===== config.mk =====
export PLATFORM = sky130hd
export DESIGN_NAME = sig_field_parser_flat
export DESIGN_NICKNAME = d
export VERILOG_FILES = /design/src/rtl/sig_field_parser_if.sv /design/src/rtl/sig_field_parser.sv /design/src/flat_wrapper.sv
export SDC_FILE = /design/constraint.sdc
export NUM_CORES = 1
export LEC_CHECK = 0
export BUFFER_PORTS_ARGS = -buffer_cell sky130_fd_sc_hd__buf_2
export CORE_UTILIZATION = 50
export DETAILED_ROUTE_END_ITERATION = 10
export GPL_TIMING_DRIVEN = 0
export PLACE_DENSITY = 0.72
export SYNTH_ARGS = -nofsm -noshare
export SYNTH_HDL_FRONTEND = slang
export SYNTH_SLANG_ARGS = --single-unit

===== constraint.sdc =====
create_clock -name clock -period 3.3 [get_ports clock]
set_clock_uncertainty 0.1 [all_clocks]
set_input_delay 0.165 -clock clock [delete_from_list [all_inputs] [get_ports clock]]
set_output_delay 0.165 -clock clock [all_outputs]
set_load 0.01 [all_outputs]

===== src/rtl/sig_field_parser_if.sv =====
// L-SIG parser port bundle: byte-in side, control, and decoded result side.
// Purely structural; no latency of its own.
// No backpressure: the producer strobes bytes and the parser drops the ones it cannot use.
interface sig_field_parser_if;
  logic        enable;
  logic        start;
  logic [7:0]  byte_in;
  logic        byte_in_strobe;
  logic        busy;
  logic        sig_valid;
  logic        sig_error;
  logic [3:0]  err_cause;
  logic [3:0]  rate_out;
  logic [11:0] length_out;
  logic [7:0]  n_dbps;
  logic [15:0] n_sym;
  logic [7:0]  pad_bits;

  // Receive controller / byte packer side.
  modport master (
    output enable, start, byte_in, byte_in_strobe,
    input  busy, sig_valid, sig_error, err_cause, rate_out, length_out,
           n_dbps, n_sym, pad_bits
  );

  // Parser side.
  modport slave (
    input  enable, start, byte_in, byte_in_strobe,
    output busy, sig_valid, sig_error, err_cause, rate_out, length_out,
           n_dbps, n_sym, pad_bits
  );
endinterface


===== src/rtl/sig_field_parser.sv =====
// L-SIG parser: collects 3 bytes, validates the field, derives rate/length/n_dbps/n_sym/pad.
// Latency after the third byte strobe: sig_error 2 cycles, sig_valid 19 cycles (16-step divider).
// No backpressure: bytes outside COLLECT or while enable is low are dropped.
module sig_field_parser (
  input  logic              clock,
  input  logic              reset,
  sig_field_parser_if.slave bus
);

  typedef enum logic [2:0] {
    S_IDLE, S_COLLECT, S_CHECK, S_DIVIDE, S_FINISH, S_DONE, S_ERR
  } state_t;

  state_t      state, next_state;

  logic [23:0] field;       // {byte2, byte1, byte0}, bit i = b_i in air order
  logic [1:0]  byte_cnt;
  logic [3:0]  div_cnt;
  logic [15:0] div_q;       // dividend shifts out of the top, quotient shifts in at the bottom
  logic [15:0] div_r;       // partial remainder

  logic        busy_r, sig_valid_r, sig_error_r;
  logic [3:0]  err_cause_r, rate_r;
  logic [11:0] length_r;
  logic [7:0]  n_dbps_r, pad_r;
  logic [15:0] n_sym_r;

  // Field checks and rate decode, evaluated combinationally from the collected bytes.
  logic [3:0]  chk_rate;
  logic [11:0] chk_len;
  logic [7:0]  chk_dbps;
  logic [3:0]  chk_cause;
  always_comb begin
    chk_rate = {field[0], field[1], field[2], field[3]};
    chk_len  = field[16:5];
    case (chk_rate)
      4'b1101: chk_dbps = 8'd24;
      4'b1111: chk_dbps = 8'd36;
      4'b0101: chk_dbps = 8'd48;
      4'b0111: chk_dbps = 8'd72;
      4'b1001: chk_dbps = 8'd96;
      4'b1011: chk_dbps = 8'd144;
      4'b0001: chk_dbps = 8'd192;
      4'b0011: chk_dbps = 8'd216;
      default: chk_dbps = 8'd0;
    endcase
    chk_cause = {(chk_len == 12'd0), (field[23:18] != 6'd0),
                 (chk_dbps == 8'd0), (^field[17:0])};
  end

  // One restoring-division step plus the ceiling/pad correction used in FINISH.
  logic [15:0] rem_shift, rem_sub, fin_nsym;
  logic        rem_ge, rem_nz;
  logic [7:0]  fin_pad;
  always_comb begin
    rem_shift = {div_r[14:0], div_q[15]};
    rem_ge    = (rem_shift >= {8'd0, n_dbps_r});
    rem_sub   = rem_shift - {8'd0, n_dbps_r};
    rem_nz    = (div_r != 16'd0);
    fin_nsym  = div_q + {15'd0, rem_nz};
    fin_pad   = rem_nz ? (n_dbps_r - div_r[7:0]) : 8'd0;
  end

  // State register; enable freezes the machine.
  always_ff @(posedge clock) begin
    if (reset)           state <= S_IDLE;
    else if (bus.enable) state <= next_state;
  end

  // Next-state logic; start restarts from any state.
  always_comb begin
    next_state = state;
    if (bus.start) begin
      next_state = S_COLLECT;
    end else begin
      case (state)
        S_IDLE:    next_state = S_IDLE;
        S_COLLECT: if (bus.byte_in_strobe && byte_cnt == 2'd2) next_state = S_CHECK;
        S_CHECK:   next_state = (chk_cause != 4'd0) ? S_ERR : S_DIVIDE;
        S_DIVIDE:  if (div_cnt == 4'd15) next_state = S_FINISH;
        S_FINISH:  next_state = S_DONE;
        S_DONE:    next_state = S_IDLE;
        S_ERR:     next_state = S_IDLE;
        default:   next_state = S_IDLE;
      endcase
    end
  end

  // Byte collector and divider datapath.
  always_ff @(posedge clock) begin
    if (reset) begin
      field    <= 24'd0;
      byte_cnt <= 2'd0;
      div_cnt  <= 4'd0;
      div_q    <= 16'd0;
      div_r    <= 16'd0;
    end else if (bus.enable) begin
      if (bus.start) begin
        byte_cnt <= 2'd0;
      end else begin
        case (state)
          S_COLLECT: if (bus.byte_in_strobe) begin
            case (byte_cnt)
              2'd0:    field[7:0]   <= bus.byte_in;
              2'd1:    field[15:8]  <= bus.byte_in;
              default: field[23:16] <= bus.byte_in;
            endcase
            byte_cnt <= byte_cnt + 2'd1;
          end
          S_CHECK: begin
            div_q   <= {1'b0, chk_len, 3'b000} + 16'd22;
            div_r   <= 16'd0;
            div_cnt <= 4'd0;
          end
          S_DIVIDE: begin
            div_r   <= rem_ge ? rem_sub : rem_shift;
            div_q   <= {div_q[14:0], rem_ge};
            div_cnt <= div_cnt + 4'd1;
          end
          default: ;
        endcase
      end
    end
  end

  // Registered outputs: pulses/busy follow the next state, results latch in CHECK and FINISH.
  always_ff @(posedge clock) begin
    if (reset) begin
      busy_r      <= 1'b0;
      sig_valid_r <= 1'b0;
      sig_error_r <= 1'b0;
      err_cause_r <= 4'd0;
      rate_r      <= 4'd0;
      length_r    <= 12'd0;
      n_dbps_r    <= 8'd0;
      n_sym_r     <= 16'd0;
      pad_r       <= 8'd0;
    end else if (bus.enable) begin
      busy_r      <= (next_state == S_COLLECT) || (next_state == S_CHECK) ||
                     (next_state == S_DIVIDE)  || (next_state == S_FINISH);
      sig_valid_r <= (next_state == S_DONE);
      sig_error_r <= (next_state == S_ERR);
      if (bus.start) begin
        err_cause_r <= 4'd0;
      end else if (state == S_CHECK) begin
        err_cause_r <= chk_cause;
        rate_r      <= chk_rate;
        length_r    <= chk_len;
        n_dbps_r    <= chk_dbps;
      end else if (state == S_FINISH) begin
        n_sym_r     <= fin_nsym;
        pad_r       <= fin_pad;
      end
    end
  end

  assign bus.busy       = busy_r;
  assign bus.sig_valid  = sig_valid_r;
  assign bus.sig_error  = sig_error_r;
  assign bus.err_cause  = err_cause_r;
  assign bus.rate_out   = rate_r;
  assign bus.length_out = length_r;
  assign bus.n_dbps     = n_dbps_r;
  assign bus.n_sym      = n_sym_r;
  assign bus.pad_bits   = pad_r;

endmodule


===== src/flat_wrapper.sv =====
// flat-port wrapper written by rule: the top's interface ports become plain ports
module sig_field_parser_flat 
  (clock, reset, bus_enable, bus_start, bus_byte_in, bus_byte_in_strobe, bus_busy, bus_sig_valid, bus_sig_error, bus_err_cause, bus_rate_out, bus_length_out, bus_n_dbps, bus_n_sym, bus_pad_bits);
  sig_field_parser_if bus_i ();
  input  logic clock;
  input  logic reset;
  input wire logic [$bits(bus_i.enable)-1:0] bus_enable;
  input wire logic [$bits(bus_i.start)-1:0] bus_start;
  input wire logic [$bits(bus_i.byte_in)-1:0] bus_byte_in;
  input wire logic [$bits(bus_i.byte_in_strobe)-1:0] bus_byte_in_strobe;
  output wire logic [$bits(bus_i.busy)-1:0] bus_busy;
  output wire logic [$bits(bus_i.sig_valid)-1:0] bus_sig_valid;
  output wire logic [$bits(bus_i.sig_error)-1:0] bus_sig_error;
  output wire logic [$bits(bus_i.err_cause)-1:0] bus_err_cause;
  output wire logic [$bits(bus_i.rate_out)-1:0] bus_rate_out;
  output wire logic [$bits(bus_i.length_out)-1:0] bus_length_out;
  output wire logic [$bits(bus_i.n_dbps)-1:0] bus_n_dbps;
  output wire logic [$bits(bus_i.n_sym)-1:0] bus_n_sym;
  output wire logic [$bits(bus_i.pad_bits)-1:0] bus_pad_bits;
  assign bus_i.enable = bus_enable;
  assign bus_i.start = bus_start;
  assign bus_i.byte_in = bus_byte_in;
  assign bus_i.byte_in_strobe = bus_byte_in_strobe;
  assign bus_busy = bus_i.busy;
  assign bus_sig_valid = bus_i.sig_valid;
  assign bus_sig_error = bus_i.sig_error;
  assign bus_err_cause = bus_i.err_cause;
  assign bus_rate_out = bus_i.rate_out;
  assign bus_length_out = bus_i.length_out;
  assign bus_n_dbps = bus_i.n_dbps;
  assign bus_n_sym = bus_i.n_sym;
  assign bus_pad_bits = bus_i.pad_bits;
  sig_field_parser u_core (.clock(clock), .reset(reset), .bus(bus_i));
endmodule

# After elaboration in Yosys (flattened, before gate mapping)
# Memories as Yosys holds them, arrays and structs flattened. A register that Yosys moved wholly into a read port is not among the register bits.
# Index checks and enable logic that the tools add are counted.
[totals]
output_inout_bits = 55
romBits = 96
ff_bits = 120
inputBits = 13
n_memories = 1
word_cells = 82
[op_classes]
n_addsub = 6
magnitude_cmp = 1
eq_ne = 13
n_reduce_logical = 24
n_bitwise = 3
mux = 17
[mem_list]
columns = ["memory", "depth", "word_bits", "rd", "rd_clocked_by_memory_dff", "write_ports", "line_no", "text"]
rows = [
  ["(name not given)", 16, 6, 1, 1, 0, "sig_field_parser.sv:36", "case (chk_rate)"],
]
[ops]
columns = ["operator", "count"]
rows = [
  ["one-hot mux 16 bit (2 select lines)", 2],
  ["XOR reduction 18 bit", 1],
  ["adder 15 x 5 -> 16 bit (second input constant)", 1],
  ["adder 16 x 1 -> 16 bit", 1],
  [">= comparator 16 x 8 -> 1 bit", 1],
  ["two-way mux 16 bit", 1],
  ["two-way mux 4 bit", 4],
  ["nonzero test 16 bit", 1],
  ["subtractor 16 x 8 -> 16 bit", 1],
  ["AND reduction 5 bit", 3],
  ["equality test 3 x 2 -> 1 bit (second input constant)", 4],
  ["equality test 3 bit (second input constant)", 4],
  ["logical NOT 12 bit", 1],
  ["two-way mux 3 bit", 4],
  ["one-hot mux 3 bit (4 select lines)", 1],
  ["AND reduction 3 bit", 3],
  ["logical NOT 8 bit", 1],
  ["two-way mux 8 bit", 1],
  ["one-hot mux 4 bit (2 select lines)", 1],
  ["nonzero test 2 bit", 4],
  ["subtractor 8 bit", 1],
  ["equality test 3 x 1 -> 1 bit (second input constant)", 2],
  ["two-way mux 2 bit", 3],
  ["nonzero test 6 bit", 1],
  ["other kinds (13)", 17],
]

# Longest topological paths before layout
# Gate-level depths: netlist of the first run.
[depth]
word_depth = 9
ltp_mapped = 12
ltp_nobuf = 12

# Least setup slack after synthesis of the first run
# Ideal clock, no wire load.
[synth_path]
kind = "flip-flop to flip-flop"
startpoint = "reg u_core.div_r[9]"
endpoint = "reg u_core.n_sym_r[8] (netlist: u_core.bus.n_sym[8])"
t_arrival_ns = 2.563
setup_ns = 0.137
stages_incl_launch_ff = 13
n_path_buf = 0
required_time_ns = 3.063
path_slack_ns = 0.500
path_cell_list = "dfxtp_1 > or3_4 > or3_4 > nor3_4 > nand3_1 > ha_1 > ha_1 > nand3_1 > nor2_1 > and2_1 > nand2_1 > xor2_1 > a211oi_1"
[synth_between]
elab_chain_len = 2
[synth_lines]
columns = ["element", "line_no", "text"]
rows = [
  ["start: declaration", "sig_field_parser.sv:20", "logic [15:0] div_r;"],
  ["start signal: assignment", "sig_field_parser.sv:116", "div_r <= rem_ge ? rem_sub : rem_shift;"],
  ["nonzero test 16 bit", "sig_field_parser.sv:59", "rem_nz = (div_r != 16'd0);"],
  ["adder 16 x 1 -> 16 bit", "sig_field_parser.sv:60", "fin_nsym = div_q + {15'd0, rem_nz};"],
  ["end signal: assignment", "sig_field_parser.sv:151", "n_sym_r <= fin_nsym;"],
  ["end: declaration", "sig_field_parser.sv:26", "logic [15:0] n_sym_r;"],
]
# No other way between the ends.
# A chain may end at the register's enable or synchronous reset.

# Worst setup path after layout of the first run
[layout_path]
startpoint = "reg u_core.div_r[9]"
endpoint = "reg u_core.n_sym_r[12] (netlist: u_core.bus.n_sym[12])"
# The elaborated chain is that of the path after synthesis.

==> metrics, run 1 <==
final setup fails 0; Initial Utilization 0.512; worst r2r dst u_core.bus.n_sym[12]; Max Cap Violations 0; H-tree depth 4; CTS max path bufs 2; TritonCTS Sinks 124; max frequency 0.326 GHz; Final #Nets 892; final worst-path cycle share 0.929; area occupied by multi-input gates 3420 um2; CP Depth 12; Post-synth EDFFs 0; commonest non-fill, non-tap cell in the layout nand2_1; first-pass GRT wire length 27100 um; Post-CTS Setup Inserts 0; wire per inst 16.3 um; Worst-Skew Late Latency 0.42 ns; DR vias/cell 5.70; IO Port Bufs 65; sequential area share after synthesis 0.404; Post-DRT Antenna Nets 0; P_leak 2.89 nW; Layout Cells excl Fill 1015; DR iter-0 viols 354; share of cells above drive strength 1 0.126; status complete, no violations; dpl cells 975; total power 3.52 mW; Critical Path Max Stage Delay 0.41 ns; Root Driver clkbuf_16; hold path depth 4; GP Congestion 0.890; WP data arrival 3.28 ns; drc violations 0; ys async rst share 0; initial antenna violation count 0; row count 40; synth unique cells 61; FILL cells 1054; Startpoint Class flop; final core occ 0.613; CP top delay family simple AND/OR/NAND/NOR gates; die width 113 um; die area 12700 um2; data required time at the worst endpoint 3.51 ns; aggregate global routing overflow 0; FF-to-FF Start u_core.div_r[9]; Post-Route Setup TNS 0 ns; HPWL after DPL 12200 um; ys flop type dfxtp_1; crit path cell chain or3_4 -> or3_4 -> nor3_4 -> nand3_4 -> ha_1 -> ha_1 -> nand3_1 -> nor2_1 -> and2_1 -> nand2_1 -> xor2_1 -> a211oi_1; Syn Inst Count 762; cell area after synthesis 6150 um2; final critical-path required period 3.07 ns; largest fanout on the critical path 8; area delta synth->final 19.8%; io pins 68; crit path launch u_core.div_r[9]; Buf/Inv on CP 0; TritonCTS clock tree built; Yosys reg bits 124; RSZ-0062 raised after global routing no; Setup crit end u_core.bus.n_sym[12]; commonest cells after routing, fill and taps aside nand2_1, dfxtp_1, a21oi_1, nor2_1, buf_2; Area after DPL 6660 um2; ANT cells 0; Synthesis Warnings 0; Least-Margin Pin Slew 1.13 ns; Hold Vio Cnt, Final 0; CP endpoint kind flop; Die Y-Extent 113 um; total power divided by cell area 479 nW/um2; Reg2Reg Setup Slack 0.23 ns; drt pass-1 iters 7; Reg clk slew, reported paths 0.06 ns; Peak VDD IR 0.000411 V; Worst R2R Path Depth 12; Finished Cell Area 7360 um2; Mapped Avg Cell Area 8.07 um2; vias in the first global route 5559; Setup CP Type flop to flop; Global Route Usage Sum 0.272; max_slew headroom 0.236; CTS buffer count 17; hold crit path type input pin to flop; core area 12000 um2; Register Area 2480 um2; Slowest-stage cell, CP or3_4; largest net degree at the start of global routing 17; Pins Over Slew Limit 0; Post-Route WL 16600 um; Via Count 5788
==> metal layers <==
metal | global-route usage | vias to the layer above | share of wire
met5 | 0 | - | 0
li1 | - | 2853 | -
met4 | 0.110 | 0 | 0.023
met2 | 0.459 | 157 | 0.47
met3 | 0.0605 | 32 | 0.051
met1 | 0.337 | 2746 | 0.46
==> kinds of logic after synthesis <==
group,after synthesis,share of synthesized area
XOR/XNOR,38,0.0609
AO/OA/AOI/OAI,171,0.171
AND/OR/NAND/NOR,322,0.243
adder cells (fa/ha/maj),24,0.0501
multiplexers,17,0.0277
flip-flops,124,0.404
buffers and inverters,65,0.0425
other,1,0.000610
==> cell usage after synthesis (all sizes together), types with 16 or more instances <==
master  number  area (um2)
nand2      137         514
dfxtp      124        2480
a21oi       73         365
nor2        71         267
clkbuf      37         139
nand3       36         193
o21ai       31         159
ha          23         288
inv         19        71.3
xor2        19         166
a211oi      18         135
mux2i       17         170
xnor2       16         140
==> cell type report <==
cell class,count,area share
tap,147,0.0250
buffer,45,0.0253
clock buffer,19,0.0602
inverter,20,0.0102
timing repair buffer,73,0.0551
clock inverter,13,0.0226
sequential,124,0.337
multi-input combinational,574,0.464
==> state kept, by name, indices dropped and copies added (netlist names), 6 cells and up <==
register / cells
u_core.bus.length_out: 12
u_core.bus.n_dbps: 6
u_core.bus.n_sym: 16
u_core.bus.pad_bits: 8
u_core.chk_dbps: 6
u_core.div_q: 16
u_core.div_r: 16
u_core.field: 24
==> worst min-delay path, delay by kind of cell <==
family,cells,cell delay (ns)
compound gates,1,0.05
buf+inv,1,0.12
simple gates,2,0.19
==> what timing repair did <==
action                                 CTS  global route
endpoints found under the hold margin   21             0
resized for setup                        0             2
hold buffers                             8             0
setup endpoints to repair                0             8
==> where the power goes <==
| part | switching, mW | total [mW] | internal, mW |
|---|---|---|---|
| Combinational | 0.0769 | 0.113 | 0.0360 |
| Sequential | 0.00373 | 1.51 | 1.50 |
| Clock | 0.695 | 1.91 | 1.21 |
==> worst min-delay path by stage <==
stage                           startpoint                endpoint  slack, ns
finish                          bus_enable    u_core.bus.sig_error       0.04
global route                    bus_enable    u_core.bus.sig_error       0.07
CTS                             bus_enable    u_core.bus.sig_error       0.02
detailed placement  u_core.bus.pad_bits[0]  u_core.bus.pad_bits[0]       0.34
global placement            bus_byte_in[1]        u_core.field[17]       0.34
floorplan                   bus_byte_in[0]        u_core.field[16]       0.21
==> per-stage QoR <==
stage / worst slack, ns / hold WS, ns
3_5_place_dp: 0.134 / 0.343
2_1_floorplan: 0.500 / 0.209
3_3_place_gp: 0.151 / 0.342
4_1_cts: 0.0717 / 0.0211
5_1_grt: 0.0172 / 0.0736
6_report: 0.234 / 0.0449
No activity file was read; power rests on OpenSTA's default activity.
==> run 2: changes to the inputs <==
--- a/config.mk
+++ b/config.mk
@@ -9,6 +9,7 @@
 export CORE_UTILIZATION = 50
 export DETAILED_ROUTE_END_ITERATION = 10
 export GPL_TIMING_DRIVEN = 0
+export HOLD_SLACK_MARGIN = 0.15
 export PLACE_DENSITY = 0.72
 export SYNTH_ARGS = -nofsm -noshare
 export SYNTH_HDL_FRONTEND = slang
==> metrics, run 2 (synthesized netlist as in run 1, its figures left out) <==
die width 113 um; H-tree depth 4; CTS buffer count 17; aggregate global routing overflow 0; RSZ-0062 raised after global routing no; WP data arrival 3.32 ns; IO Port Bufs 65; wire per inst 16.3 um; P_leak 2.90 nW; HPWL after DPL 12200 um; DR vias/cell 5.70; DR iter-0 viols 310; vias in the first global route 5565; Worst-Skew Late Latency 0.42 ns; row count 40; largest net degree at the start of global routing 17; initial antenna violation count 0; Root Driver clkbuf_16; die area 12700 um2; hold crit path type input pin to flop; final critical-path required period 3.12 ns; data required time at the worst endpoint 3.49 ns; Finished Cell Area 7390 um2; max frequency 0.320 GHz; area delta synth->final 20.3%; commonest cells after routing, fill and taps aside nand2_1, dfxtp_1, a21oi_1, nor2_1, buf_2; total power divided by cell area 478 nW/um2; hold path depth 5; GP Congestion 0.890; CTS max path bufs 2; max FFs per register 24; Die Y-Extent 113 um; final worst-path cycle share 0.947; largest fanout on the critical path 6; Hold Vio Cnt, Final 0; drc violations 0; ANT cells 0; Final #Nets 895; Area after DPL 6660 um2; commonest non-fill, non-tap cell in the layout nand2_1; status complete, no violations; share of cells above drive strength 1 0.125; Max Cap Violations 0; Post-CTS Setup Inserts 0; TritonCTS clock tree built; final core occ 0.615; max_slew headroom 0.190; WHS Endpoint u_core.state[1]; first-pass GRT wire length 27200 um; drt pass-1 iters 7; Via Count 5799; final setup fails 0; Post-Route WL 16600 um; io pins 68; TritonCTS Sinks 124; Pins Over Slew Limit 0; Reg2Reg Setup Slack 0.18 ns; hold path startpoint bus_byte_in_strobe; Setup CP Type flop to flop; Worst R2R Path Depth 7; Reg with most FFs u_core.field; core area 12000 um2; Initial Utilization 0.512; Global Route Usage Sum 0.272; Reg clk slew, reported paths 0.06 ns; Least-Margin Pin Slew 1.20 ns; Post-DRT Antenna Nets 0; FF-to-FF Start u_core.bus.n_dbps[7]; Peak VDD IR 0.000409 V; worst r2r dst u_core.div_r[15]; Startpoint Class flop; Post-Route Setup TNS 0 ns; CP endpoint kind flop
[run 2: power by group]
part | internal [mW] | leakage, nW | switching (mW)
clock network | 1.21 | 0.290 | 0.698
logic | 0.0383 | 1.61 | 0.0774
registers | 1.50 | 0.999 | 0.00370
total | 2.75 | 2.90 | 0.779
[run 2: timing repair]
item | in CTS | in global routing
setup endpoints to repair | 0 | 8
gates resized for setup | 0 | 2
hold buffers | 11 | 0
hold endpoints to repair | 28 | 0
[run 2: cell type report]
cell class / instances / area (um2)
well taps: 147 / 184
multi-input cells: 574 / 3420
fillers: 1052 / 4620
flip-flops and latches: 124 / 2480
clock buffers: 19 / 443
plain buffers: 45 / 186
inverters: 20 / 75.1
clock inverters: 13 / 166
repair buffers: 76 / 435
[run 2: per-layer routing]
layer  routed length [um]  GRT usage  vias to the layer above  part of all wire
met4                  367      0.110                        0             0.022
met2                 7840      0.460                      179              0.47
li1                     -          -                     2856                 -
met5                    0          0                        -                 0
met3                  992     0.0605                       27             0.060
met1                 7410      0.337                     2737              0.45
[run 2: through the flow]
stage	worst slack [ns]	power [mW]	hold slack, ns	cells
after CTS	0.0717	3.55	0.155	1018
after global placement	0.151	1.64	0.342	975
after global routing	0.0172	3.62	0.210	1018
after detailed placement	0.134	1.64	0.343	975
after floorplan	0.500	1.60	0.209	763
final	0.176	3.53	0.184	1018
[run 2: worst max path at each step]
stage,from,end,slack (ns),depth (start not counted)
global placement,u_core.div_r[9],u_core.bus.n_sym[8],0.15,12
detailed placement,u_core.div_r[9],u_core.bus.n_sym[13],0.13,12
finish,u_core.bus.n_dbps[7],u_core.div_r[15],0.18,7
floorplan,u_core.div_r[9],u_core.bus.n_sym[8],0.50,12
global route,u_core.div_r[9],u_core.bus.n_sym[12],0.02,12
CTS,u_core.div_r[9],u_core.bus.n_sym[12],0.07,12
[run 2: critical path: stages (launching register included)]
cell	delay [ns]
dfxtp_1	0.43
inv_1	0.09
ha_1	0.39
nand4_1	0.16
o41ai_1	1.04
nor3_1	0.28
o311ai_0	0.39
nand3_1	0.12
